### src/rtl/onewire_pkg.sv
// Shared definitions for the 1-Wire master: op-codes, slot/reset timing in
// microseconds, FSM state encoding and small timing helpers.
package onewire_pkg;

   localparam logic [1:0] OP_RESET      = 2'd0;
   localparam logic [1:0] OP_WRITE_BYTE = 2'd1;
   localparam logic [1:0] OP_READ_BYTE  = 2'd2;
   localparam logic [1:0] OP_BIT        = 2'd3;

   localparam int unsigned T_RSTL      = 480;
   localparam int unsigned T_PRES_SAMP = 70;
   localparam int unsigned T_RST_REC   = 410;
   localparam int unsigned T_LOW1      = 6;
   localparam int unsigned T_LOW0      = 60;
   localparam int unsigned T_RD_SAMP   = 15;
   localparam int unsigned T_SLOT      = 70;
   localparam int unsigned T_REC       = 5;

   localparam int US_W = 10;

   typedef enum logic [2:0] {
      IDLE      = 3'd0,
      RST_LOW   = 3'd1,
      RST_SAMP  = 3'd2,
      RST_REC   = 3'd3,
      SLOT_LOW  = 3'd4,
      SLOT_HIGH = 3'd5,
      SLOT_REC  = 3'd6,
      DONE      = 3'd7
   } ow_state_t;

   // True on the last cycle of a dur_us interval that started at a prescaler restart,
   // so a state left on this condition lasts exactly dur_us * CLK_PER_US cycles.
   function automatic logic us_expired(input logic tick,
                                       input logic [US_W-1:0] us_count,
                                       input int unsigned dur_us);
      return tick && (us_count == US_W'(dur_us - 1));
   endfunction

   // Read slots always transmit a 1 so the slave can pull the line.
   function automatic logic slot_bit(input logic [1:0] op, input logic data_bit);
      return (op == OP_READ_BYTE) ? 1'b1 : data_bit;
   endfunction

endpackage

### src/rtl/onewire_us_tick.sv
// Microsecond prescaler: restartable cycle divider with a saturating count of
// whole microseconds elapsed since the last restart.
module onewire_us_tick
   import onewire_pkg::*;
#(
   parameter int unsigned CLK_PER_US = 50
) (
   input  logic            clk,
   input  logic            reset_n,
   input  logic            restart,
   output logic            tick,
   output logic [US_W-1:0] us_count
);

   localparam int unsigned     CYC_W    = (CLK_PER_US > 1) ? $clog2(CLK_PER_US) : 1;
   localparam logic [CYC_W-1:0] CYC_LAST = CYC_W'(CLK_PER_US - 1);
   localparam logic [US_W-1:0]  US_MAX   = '1;

   logic [CYC_W-1:0] cyc_reg, cyc_next;
   logic [US_W-1:0]  us_reg, us_next;

   always_comb begin
      cyc_next = cyc_reg;
      us_next  = us_reg;
      if (restart) begin
         cyc_next = '0;
         us_next  = '0;
      end else if (cyc_reg == CYC_LAST) begin
         cyc_next = '0;
         if (us_reg != US_MAX) begin
            us_next = us_reg + 1'b1;
         end
      end else begin
         cyc_next = cyc_reg + 1'b1;
      end
   end

   always_ff @(posedge clk or negedge reset_n) begin
      if (!reset_n) begin
         cyc_reg <= '0;
         us_reg  <= '0;
      end else begin
         cyc_reg <= cyc_next;
         us_reg  <= us_next;
      end
   end

   assign tick     = (cyc_reg == CYC_LAST);
   assign us_count = us_reg;

endmodule

### src/rtl/onewire_master.sv
// 1-Wire bus master: sequences reset/presence, write and read slots on an
// open-drain line and reports one response per host command.
module onewire_master
   import onewire_pkg::*;
#(
   parameter int unsigned CLK_PER_US = 50
) (
   input  logic       clk,
   input  logic       reset_n,
   input  logic       cmd_valid,
   output logic       cmd_ready,
   input  logic [1:0] cmd_op,
   input  logic [7:0] cmd_data,
   output logic       rsp_valid,
   output logic [7:0] rsp_data,
   output logic       rsp_presence,
   output logic       rsp_err,
   output logic       ow_drive,
   input  logic       ow_in
);

   ow_state_t       state_reg, state_next;
   logic [1:0]      op_reg, op_next;
   logic [7:0]      tx_reg, tx_next;
   logic [7:0]      rx_reg, rx_next;
   logic            bit_reg, bit_next;
   logic [2:0]      bit_cnt_reg, bit_cnt_next;
   logic            pres_reg, pres_next;
   logic            err_reg, err_next;
   logic            drive_reg;
   logic            rsp_valid_reg;
   logic [7:0]      rsp_data_reg, rsp_data_next;
   logic            rsp_presence_reg, rsp_presence_next;
   logic            rsp_err_reg, rsp_err_next;
   logic [1:0]      sync_reg;
   logic            line_sync;
   logic            restart;
   logic            tick;
   logic [US_W-1:0] us_count;

   // Released bus idles high, so the synchronizer resets to 1.
   always_ff @(posedge clk or negedge reset_n) begin
      if (!reset_n) begin
         sync_reg <= 2'b11;
      end else begin
         sync_reg <= {sync_reg[0], ow_in};
      end
   end
   assign line_sync = sync_reg[1];

   // Every state entry (including command accept) starts a fresh microsecond count.
   assign restart = (state_next != state_reg);

   onewire_us_tick #(
      .CLK_PER_US (CLK_PER_US)
   ) u_us_tick (
      .clk      (clk),
      .reset_n  (reset_n),
      .restart  (restart),
      .tick     (tick),
      .us_count (us_count)
   );

   always_comb begin
      state_next        = state_reg;
      op_next           = op_reg;
      tx_next           = tx_reg;
      rx_next           = rx_reg;
      bit_next          = bit_reg;
      bit_cnt_next      = bit_cnt_reg;
      pres_next         = pres_reg;
      err_next          = err_reg;
      rsp_data_next     = rsp_data_reg;
      rsp_presence_next = rsp_presence_reg;
      rsp_err_next      = rsp_err_reg;

      unique case (state_reg)
         IDLE: begin
            if (cmd_valid) begin
               op_next      = cmd_op;
               rx_next      = '0;
               bit_cnt_next = '0;
               pres_next    = 1'b0;
               err_next     = 1'b0;
               if (cmd_op == OP_RESET) begin
                  tx_next    = cmd_data;
                  state_next = RST_LOW;
               end else begin
                  bit_next   = slot_bit(cmd_op, cmd_data[0]);
                  tx_next    = cmd_data >> 1;
                  state_next = SLOT_LOW;
               end
            end
         end
         RST_LOW: begin
            if (us_expired(tick, us_count, T_RSTL)) begin
               state_next = RST_SAMP;
            end
         end
         RST_SAMP: begin
            if (us_expired(tick, us_count, T_PRES_SAMP)) begin
               pres_next  = ~line_sync;
               state_next = RST_REC;
            end
         end
         RST_REC: begin
            if (us_expired(tick, us_count, T_RST_REC)) begin
               err_next   = err_reg | ~line_sync;
               state_next = DONE;
            end
         end
         SLOT_LOW: begin
            // A write-0 is still driven low at the sample point, so it reads back 0.
            if (!bit_reg && us_expired(tick, us_count, T_RD_SAMP)) begin
               rx_next = {line_sync, rx_reg[7:1]};
            end
            if (us_expired(tick, us_count, bit_reg ? T_LOW1 : T_LOW0)) begin
               state_next = SLOT_HIGH;
            end
         end
         SLOT_HIGH: begin
            if (bit_reg && us_expired(tick, us_count, T_RD_SAMP - T_LOW1)) begin
               rx_next = {line_sync, rx_reg[7:1]};
            end
            if (us_expired(tick, us_count, T_SLOT - (bit_reg ? T_LOW1 : T_LOW0))) begin
               state_next = SLOT_REC;
            end
         end
         SLOT_REC: begin
            if (us_expired(tick, us_count, T_REC)) begin
               err_next = err_reg | ~line_sync;
               if ((op_reg == OP_BIT) || (bit_cnt_reg == 3'd7)) begin
                  state_next = DONE;
               end else begin
                  bit_cnt_next = bit_cnt_reg + 3'd1;
                  bit_next     = slot_bit(op_reg, tx_reg[0]);
                  tx_next      = tx_reg >> 1;
                  state_next   = SLOT_LOW;
               end
            end
         end
         DONE: begin
            state_next = IDLE;
         end
         default: begin
            state_next = IDLE;
         end
      endcase

      // Responses are captured on DONE entry so they are valid with rsp_valid and hold after.
      if ((state_next == DONE) && (state_reg != DONE)) begin
         rsp_err_next      = err_next;
         rsp_presence_next = (op_reg == OP_RESET) & pres_next;
         if (op_reg == OP_READ_BYTE) begin
            rsp_data_next = rx_next;
         end else if (op_reg == OP_BIT) begin
            rsp_data_next = {7'b0, rx_next[7]};
         end else begin
            rsp_data_next = 8'h00;
         end
      end
   end

   always_ff @(posedge clk or negedge reset_n) begin
      if (!reset_n) begin
         state_reg        <= IDLE;
         op_reg           <= OP_RESET;
         tx_reg           <= '0;
         rx_reg           <= '0;
         bit_reg          <= 1'b0;
         bit_cnt_reg      <= '0;
         pres_reg         <= 1'b0;
         err_reg          <= 1'b0;
         drive_reg        <= 1'b0;
         rsp_valid_reg    <= 1'b0;
         rsp_data_reg     <= '0;
         rsp_presence_reg <= 1'b0;
         rsp_err_reg      <= 1'b0;
      end else begin
         state_reg        <= state_next;
         op_reg           <= op_next;
         tx_reg           <= tx_next;
         rx_reg           <= rx_next;
         bit_reg          <= bit_next;
         bit_cnt_reg      <= bit_cnt_next;
         pres_reg         <= pres_next;
         err_reg          <= err_next;
         drive_reg        <= (state_next == RST_LOW) || (state_next == SLOT_LOW);
         rsp_valid_reg    <= (state_next == DONE);
         rsp_data_reg     <= rsp_data_next;
         rsp_presence_reg <= rsp_presence_next;
         rsp_err_reg      <= rsp_err_next;
      end
   end

   assign cmd_ready    = (state_reg == IDLE);
   assign rsp_valid    = rsp_valid_reg;
   assign rsp_data     = rsp_data_reg;
   assign rsp_presence = rsp_presence_reg;
   assign rsp_err      = rsp_err_reg;
   assign ow_drive     = drive_reg;

endmodule
### config.mk
export PLATFORM = sky130hd
export DESIGN_NAME = onewire_master
export DESIGN_NICKNAME = d
export VERILOG_FILES = /design/src/rtl/onewire_pkg.sv /design/src/rtl/onewire_us_tick.sv /design/src/rtl/onewire_master.sv
export SDC_FILE = /design/constraint.sdc
export NUM_CORES = 1
export LEC_CHECK = 0
export CELL_PAD_IN_SITES_DETAIL_PLACEMENT = 1
export CELL_PAD_IN_SITES_GLOBAL_PLACEMENT = 1
export CORE_ASPECT_RATIO = 1.1
export CORE_MARGIN = 2
export CORE_UTILIZATION = 48
export DETAILED_ROUTE_END_ITERATION = 8
export DONT_BUFFER_PORTS = 1
export PLACE_DENSITY = 0.83
export SLEW_MARGIN = 0
export SYNTH_ARGS = -nofsm -noshare
export SYNTH_HDL_FRONTEND = slang
export SYNTH_SLANG_ARGS = --single-unit
### constraint.sdc
create_clock -name clk -period 4.4 [get_ports clk]
set_input_delay 0.66 -clock clk [delete_from_list [all_inputs] [get_ports clk]]
set_output_delay 0.66 -clock clk [all_outputs]
set_load 0.01 [all_outputs]
==> results.sh, run 1 <==
export IMPL_outcome="finished clean"
export IMPL_portBuffers=0
export IMPL_dpl_cell_count=407
export IMPL_synth_seq_area_share_pct=45.5
export IMPL_tightest_slew_ns=1.04
export IMPL_design_area_um2=3380
export IMPL_instances_no_fill=424
export IMPL_synth_common_cells="dfrtp_1 (55), nand2_1 (50), o21ai_0 (39)"
export IMPL_cts_tree="yes"
export IMPL_end_kind="flop"
export IMPL_slowest_stage="o31ai_2"
export IMPL_clockBufferDepth=2
export IMPL_postRouteAntennaNets=0
export IMPL_async_flop_share_pct=100
export IMPL_largest_reg_flops=10
export IMPL_drive_above_1_share_pct=12.5
export IMPL_syn_nets=366
export IMPL_crit_fanout=13
export IMPL_insertion_delay_ns=0.36
export IMPL_drt_iter0_markers=99
export IMPL_final_nets=361
export IMPL_io_pins=27
export IMPL_drv_slew=0
export IMPL_dieArea_um2=7210
export IMPL_initial_core_util_pct=50.1
export IMPL_grt_ovfl_total=0
export IMPL_grt_pass1_vias=2594
export IMPL_syn_area_um2=3140
export IMPL_post_synth_top_count_cell="dfrtp_1"
export IMPL_crit_chain="or4_4 > o22ai_2 > nor3b_1 > o22ai_1 > o31ai_2 > nand2b_1 > mux2_4"
export IMPL_core_rowCount=30
export IMPL_maxCapViolCount=0
export IMPL_wire_per_inst_um=17.5
export IMPL_root_buffer="clkbuf_8"
export IMPL_dr_pass1_iters=4
export IMPL_synth_ff_type="dfrtp_1"
export IMPL_syn_avg_cell_area_um2=9.13
export IMPL_die_height_um=88.8
export IMPL_routed_via_density=5.83
export IMPL_skew_ns=0.0108
export IMPL_grt_pass1_wl_um=12800
export IMPL_utilization_pct=54.0
export IMPL_cts_sinks=57
export IMPL_drc=0
export IMPL_synth_seq_cells=57
export IMPL_path_clk_slew_ns=0.07
export IMPL_leakage_nw=1.47
export IMPL_cts_buffers=9
export IMPL_finalSetupViolCount=0
export IMPL_grtUsageTotal_pct=23.4
export IMPL_arrival_ns=3.60
export IMPL_fp_dieW_um=81.1
export IMPL_path_buf_inv=0
export IMPL_dp_hpwl_um=5160
export IMPL_fin_crit_sh_pct=76.5
export IMPL_setup_tns_final_ns=0
export IMPL_start_kind="flop"
export IMPL_area_growth_syn_to_layout_pct=7.69
export IMPL_grt_max_degree=56
export IMPL_antenna_found_initial=0
export IMPL_fmax_mhz=297
export IMPL_totalWireLength_um=7420
export IMPL_slew_headroom_pct=30.9
export IMPL_syn_inst=344
export IMPL_hold_viol_final=0
export IMPL_core_area_um2=6270
export IMPL_placed_cell_area_um2=3150
export IMPL_synth_area_leaders="dfrtp_1 (44%), o21ai_0 (6.2%), nand2_1 (6.0%)"
export IMPL_cts_max_level=3
export IMPL_path_class="flop to flop"
export IMPL_vdd_drop_max_mv=0.133
export IMPL_n_antenna_cell=0
export IMPL_yosysUniqueCellTypes=54
export IMPL_vias=2472
export IMPL_synth_edff_count=0
export IMPL_netlist_area_leader_share_pct=43.8
export IMPL_path_delay_family="simple AND/OR/NAND/NOR gates"
export IMPL_period_needed_ns=3.37
export IMPL_cpPeakStageDelay_ns=0.75
export IMPL_hold_path_class="primary input to async pin"
export IMPL_power_per_cell_area_nw_per_um2=312
export IMPL_gp_congestion=0.854
export IMPL_worstPathRequired_ns=4.63
export IMPL_grt_setup_unrepaired="false"
export IMPL_synth_area_leader_cell="dfrtp_1"
export IMPL_synth_warnings=0
## cell type report
| type | instances | area [µm²] |
|---|---|---|
| clock inverter | 6 | 67.6 |
| fill | 726 | 2890 |
| sequential | 57 | 1430 |
| tap | 80 | 100 |
| timing repair buffer | 2 | 35.0 |
| clock buffer | 10 | 138 |
| inverter | 17 | 63.8 |
| multi-input combinational | 252 | 1550 |
## stage by stage
stage	setup slack [ns]	power (mW)	hold WS [ns]
after global placement	1.21	0.547	0.346
after floorplan	1.90	0.547	0.345
final	1.03	1.05	0.147
after detailed placement	1.09	0.547	0.349
after CTS	1.07	1.06	0.135
after global routing	0.884	1.09	0.131
## placed cells by master (no fill, tap or decap), types with 3 or more instances in the layout
cell and n:
dfrtp_1 55, nand2_1 50, o21ai_0 39, nor2_1 27, nand3_1 18, inv_1 17
a21oi_1 17, nor3_1 10, xnor2_1 10, clkbuf_8 10, ha_1 8, nand4_1 7
o31ai_2 7, nor3b_1 6, nor2b_1 5, xor2_1 3, nor3_2 3, nand2b_1 3
mux2_2 3
## timing repair
item                                    4_1_cts  5_1_grt
gates resized for setup                       0        0
buffers inserted                              0        0
hold buffers                                  1        0
endpoints found under the setup margin        0        0
endpoints found under the hold margin        55        0
## worst paths after layout
check	from	end	slack, ns	depth (start not counted)
worst max-delay path	u_us_tick.us_count[5]	rsp_err	1.03	7
worst min-delay path	reset_n	sync_reg[0]	0.15	0
worst max register to register	u_us_tick.us_count[5]	rsp_err	1.03	7
worst min register to register	sync_reg[0]	sync_reg[1]	0.36	0
max in group asynchronous	reset_n	tx_reg[0]	4.00	1
min in group clk	ow_in	sync_reg[0]	0.30	0
## kinds of logic (layout without fill, tap and decap cells)
family,count (synthesis),in the layout,share of synthesized area (%)
and+or+nand+nor,147,147,24.3
AOI/OAI and AO/OA,78,78,16.0
DFF,57,57,45.5
buffers and inverters,35,35,5.18
xor gates and xnor gates,13,13,3.63
adders and majority gates,8,8,3.19
muxes,6,6,2.19
## power breakdown
part | internal (mW) | total, mW | switching, mW
combinational | 0.00766 | 0.0230 | 0.0153
clock | 0.277 | 0.505 | 0.228
sequential | 0.526 | 0.526 | 0.000672
total | 0.810 | 1.05 | 0.244
## metal layers
layer	routed length, µm	track usage (%)	part of all wire, %	up-vias
met3	306	5.61	4.1	14
li1	-	-	-	1183
met1	3440	30.5	46	1228
met5	0	0	0	-
met4	168	10.2	2.3	0
met2	3500	37.2	47	47
Power figures use the tool's default switching activity.
==> run 2: changes to the inputs <==
- clock period: 4.4 -> 3.25 ns (I/O delays scaled with it)
==> run 2 against run 1 <==
  * The flow now finishes with violations (hold timing)
  * Wire length rose by 6.3%
  * Clock skew rose by 0.0026 ns
  * Utilization rose by 0.80 points
  * Critical endpoint is now rsp_presence
  * Largest power group unchanged
==> results.sh, run 2 (same netlist as run 1, synthesis figures left out) <==
export IMPL_period_needed_ns=2.78
export IMPL_core_area_um2=6270
export IMPL_skew_ns=0.0133
export IMPL_vias=2545
export IMPL_r2r_start="u_us_tick.cyc_reg[1]"
export IMPL_insertion_delay_ns=0.36
export IMPL_final_nets=369
export IMPL_power_per_cell_area_nw_per_um2=411
export IMPL_drv_slew=0
export IMPL_clockBufferDepth=2
export IMPL_path_clk_slew_ns=0.07
export IMPL_final_common_cell="dfrtp_1"
export IMPL_violations="hold timing"
export IMPL_fmax_mhz=360
export IMPL_crit_chain="inv_1 > ha_1 > or3b_1 > nor4_4 > nand4_1 > a22oi_1 > nand2_1 > o21a_1 > a41o_1"
export IMPL_grt_max_degree=58
export IMPL_cts_max_level=3
export IMPL_cts_tree="yes"
export IMPL_finalSetupViolCount=0
export IMPL_fp_dieW_um=81.1
export IMPL_r2r_end="rsp_presence"
export IMPL_root_buffer="clkbuf_8"
export IMPL_routed_via_density=5.89
export IMPL_slowest_stage="or3b_1"
export IMPL_regArea_um2=1430
export IMPL_drt_iter0_markers=134
export IMPL_cts_setup_buffers=0
export IMPL_path_class="flop to flop"
export IMPL_hold_path_class="primary input to async pin"
export IMPL_maxCapViolCount=0
export IMPL_slew_headroom_pct=57.5
export IMPL_area_growth_syn_to_layout_pct=9.28
export IMPL_cts_sinks=57
export IMPL_totalWireLength_um=7890
export IMPL_r2r_slack_ns=0.47
export IMPL_grt_pass1_vias=2766
export IMPL_core_rowCount=30
export IMPL_arrival_ns=3.01
export IMPL_drive_above_1_share_pct=14.5
export IMPL_dr_pass1_iters=4
export IMPL_n_antenna_cell=0
export IMPL_nFillCells=713
export IMPL_setup_tns_final_ns=0
export IMPL_gp_congestion=0.861
export IMPL_grt_ovfl_total=0
export IMPL_largest_reg_flops=10
export IMPL_initial_core_util_pct=50.1
export IMPL_grt_setup_unrepaired="false"
export IMPL_io_pins=27
export IMPL_postRouteAntennaNets=0
export IMPL_antenna_found_initial=0
export IMPL_final_cell_mix="dfrtp_1 (55), nand2_1 (50), o21ai_0 (39)"
export IMPL_tightest_slew_ns=0.636
export IMPL_portBuffers=0
export IMPL_worstPathRequired_ns=3.49
export IMPL_dp_hpwl_um=5490
export IMPL_multi_input_area_um2=1550
export IMPL_grt_pass1_wl_um=13500
export IMPL_path_buf_inv=1
export IMPL_grtUsageTotal_pct=24.9
export IMPL_fin_hold_ws_ns=-0.00296
export IMPL_end_kind="flop"
export IMPL_cpPeakStageDelay_ns=0.41
export IMPL_hold_viol_final=5
export IMPL_cts_hold_buf=1
export IMPL_pre_cts_slack_ns=0.448
export IMPL_cts_resized=0
export IMPL_crit_fanout=9
export IMPL_leakage_nw=1.51
export IMPL_drc=0
export IMPL_worst_slack_ns=0.471
export IMPL_start_kind="flop"
export IMPL_reg2reg_depth=9
export IMPL_die_height_um=88.8
export IMPL_path_delay_family="simple AND/OR/NAND/NOR gates"
export IMPL_wire_per_inst_um=18.3
export IMPL_vdd_drop_max_mv=0.477
export IMPL_fin_crit_sh_pct=85.5
export IMPL_outcome="complete, but fails checks"
export IMPL_cts_buffers=9
export IMPL_dieArea_um2=7210
run 2: cell count changes in the layout (fill, tap and decap cells not counted):
cell        previous run  this run
buf_4                  1         9
clkinv_2               1         4
clkinv_4               2         0
clkinvlp_4             2         1
run 2: cell type report:
type | count | share of cell area, %
well taps | 80 | 2.92
clock buffers | 10 | 4.01
clock inverters | 6 | 1.68
inverters | 17 | 1.86
repair buffers | 10 | 2.77
multi-input cells | 252 | 45.1
flip-flops and latches | 57 | 41.6
run 2: how the worst max path moves through the flow:
stage	slack, ns	startpoint	end	cells after the start
6_report	0.47	u_us_tick.cyc_reg[1]	rsp_presence	9
5_1_grt	0.19	u_us_tick.cyc_reg[1]	rsp_data[0]	10
4_1_cts	0.44	u_us_tick.cyc_reg[1]	rsp_data[0]	10
3_5_place_dp	0.45	u_us_tick.cyc_reg[1]	rsp_data[0]	10
3_3_place_gp	0.64	u_us_tick.cyc_reg[1]	rsp_data[3]	10
2_1_floorplan	0.75	u_us_tick.cyc_reg[1]	rsp_err	10
run 2: layer usage:
layer | global-route usage, % | up-vias | wire [µm]
li1 | - | 1201 | -
met1 | 30.1 | 1261 | 3440
met2 | 42.1 | 60 | 3870
met3 | 6.43 | 23 | 399
met4 | 10.8 | 0 | 177
met5 | 0 | - | 0
run 2: power by group:
part | switching, mW | internal, mW | leakage (nW) | total [mW]
combinational | 0.0213 | 0.0104 | 0.674 | 0.0317
sequential | 0.00118 | 0.712 | 0.735 | 0.713
clock | 0.299 | 0.369 | 0.102 | 0.668
total | 0.321 | 1.09 | 1.51 | 1.41
run 2: metrics by stage:
| stage | power (mW) | area (µm²) | hold WS, ns | utilization, % | std cells |
|---|---|---|---|---|---|
| finish | 1.41 | 3430 | -0.00296 | 54.8 | 432 |
| global route | 1.46 | 3430 | 0.0140 | 54.8 | 432 |
| CTS | 1.42 | 3430 | 0.00419 | 54.8 | 432 |
| detailed placement | 0.741 | 3210 | 0.194 | 51.2 | 415 |
| global placement | 0.741 | 3210 | 0.194 | 51.2 | 415 |
| floorplan | 0.740 | 3140 | 0.192 | - | 344 |
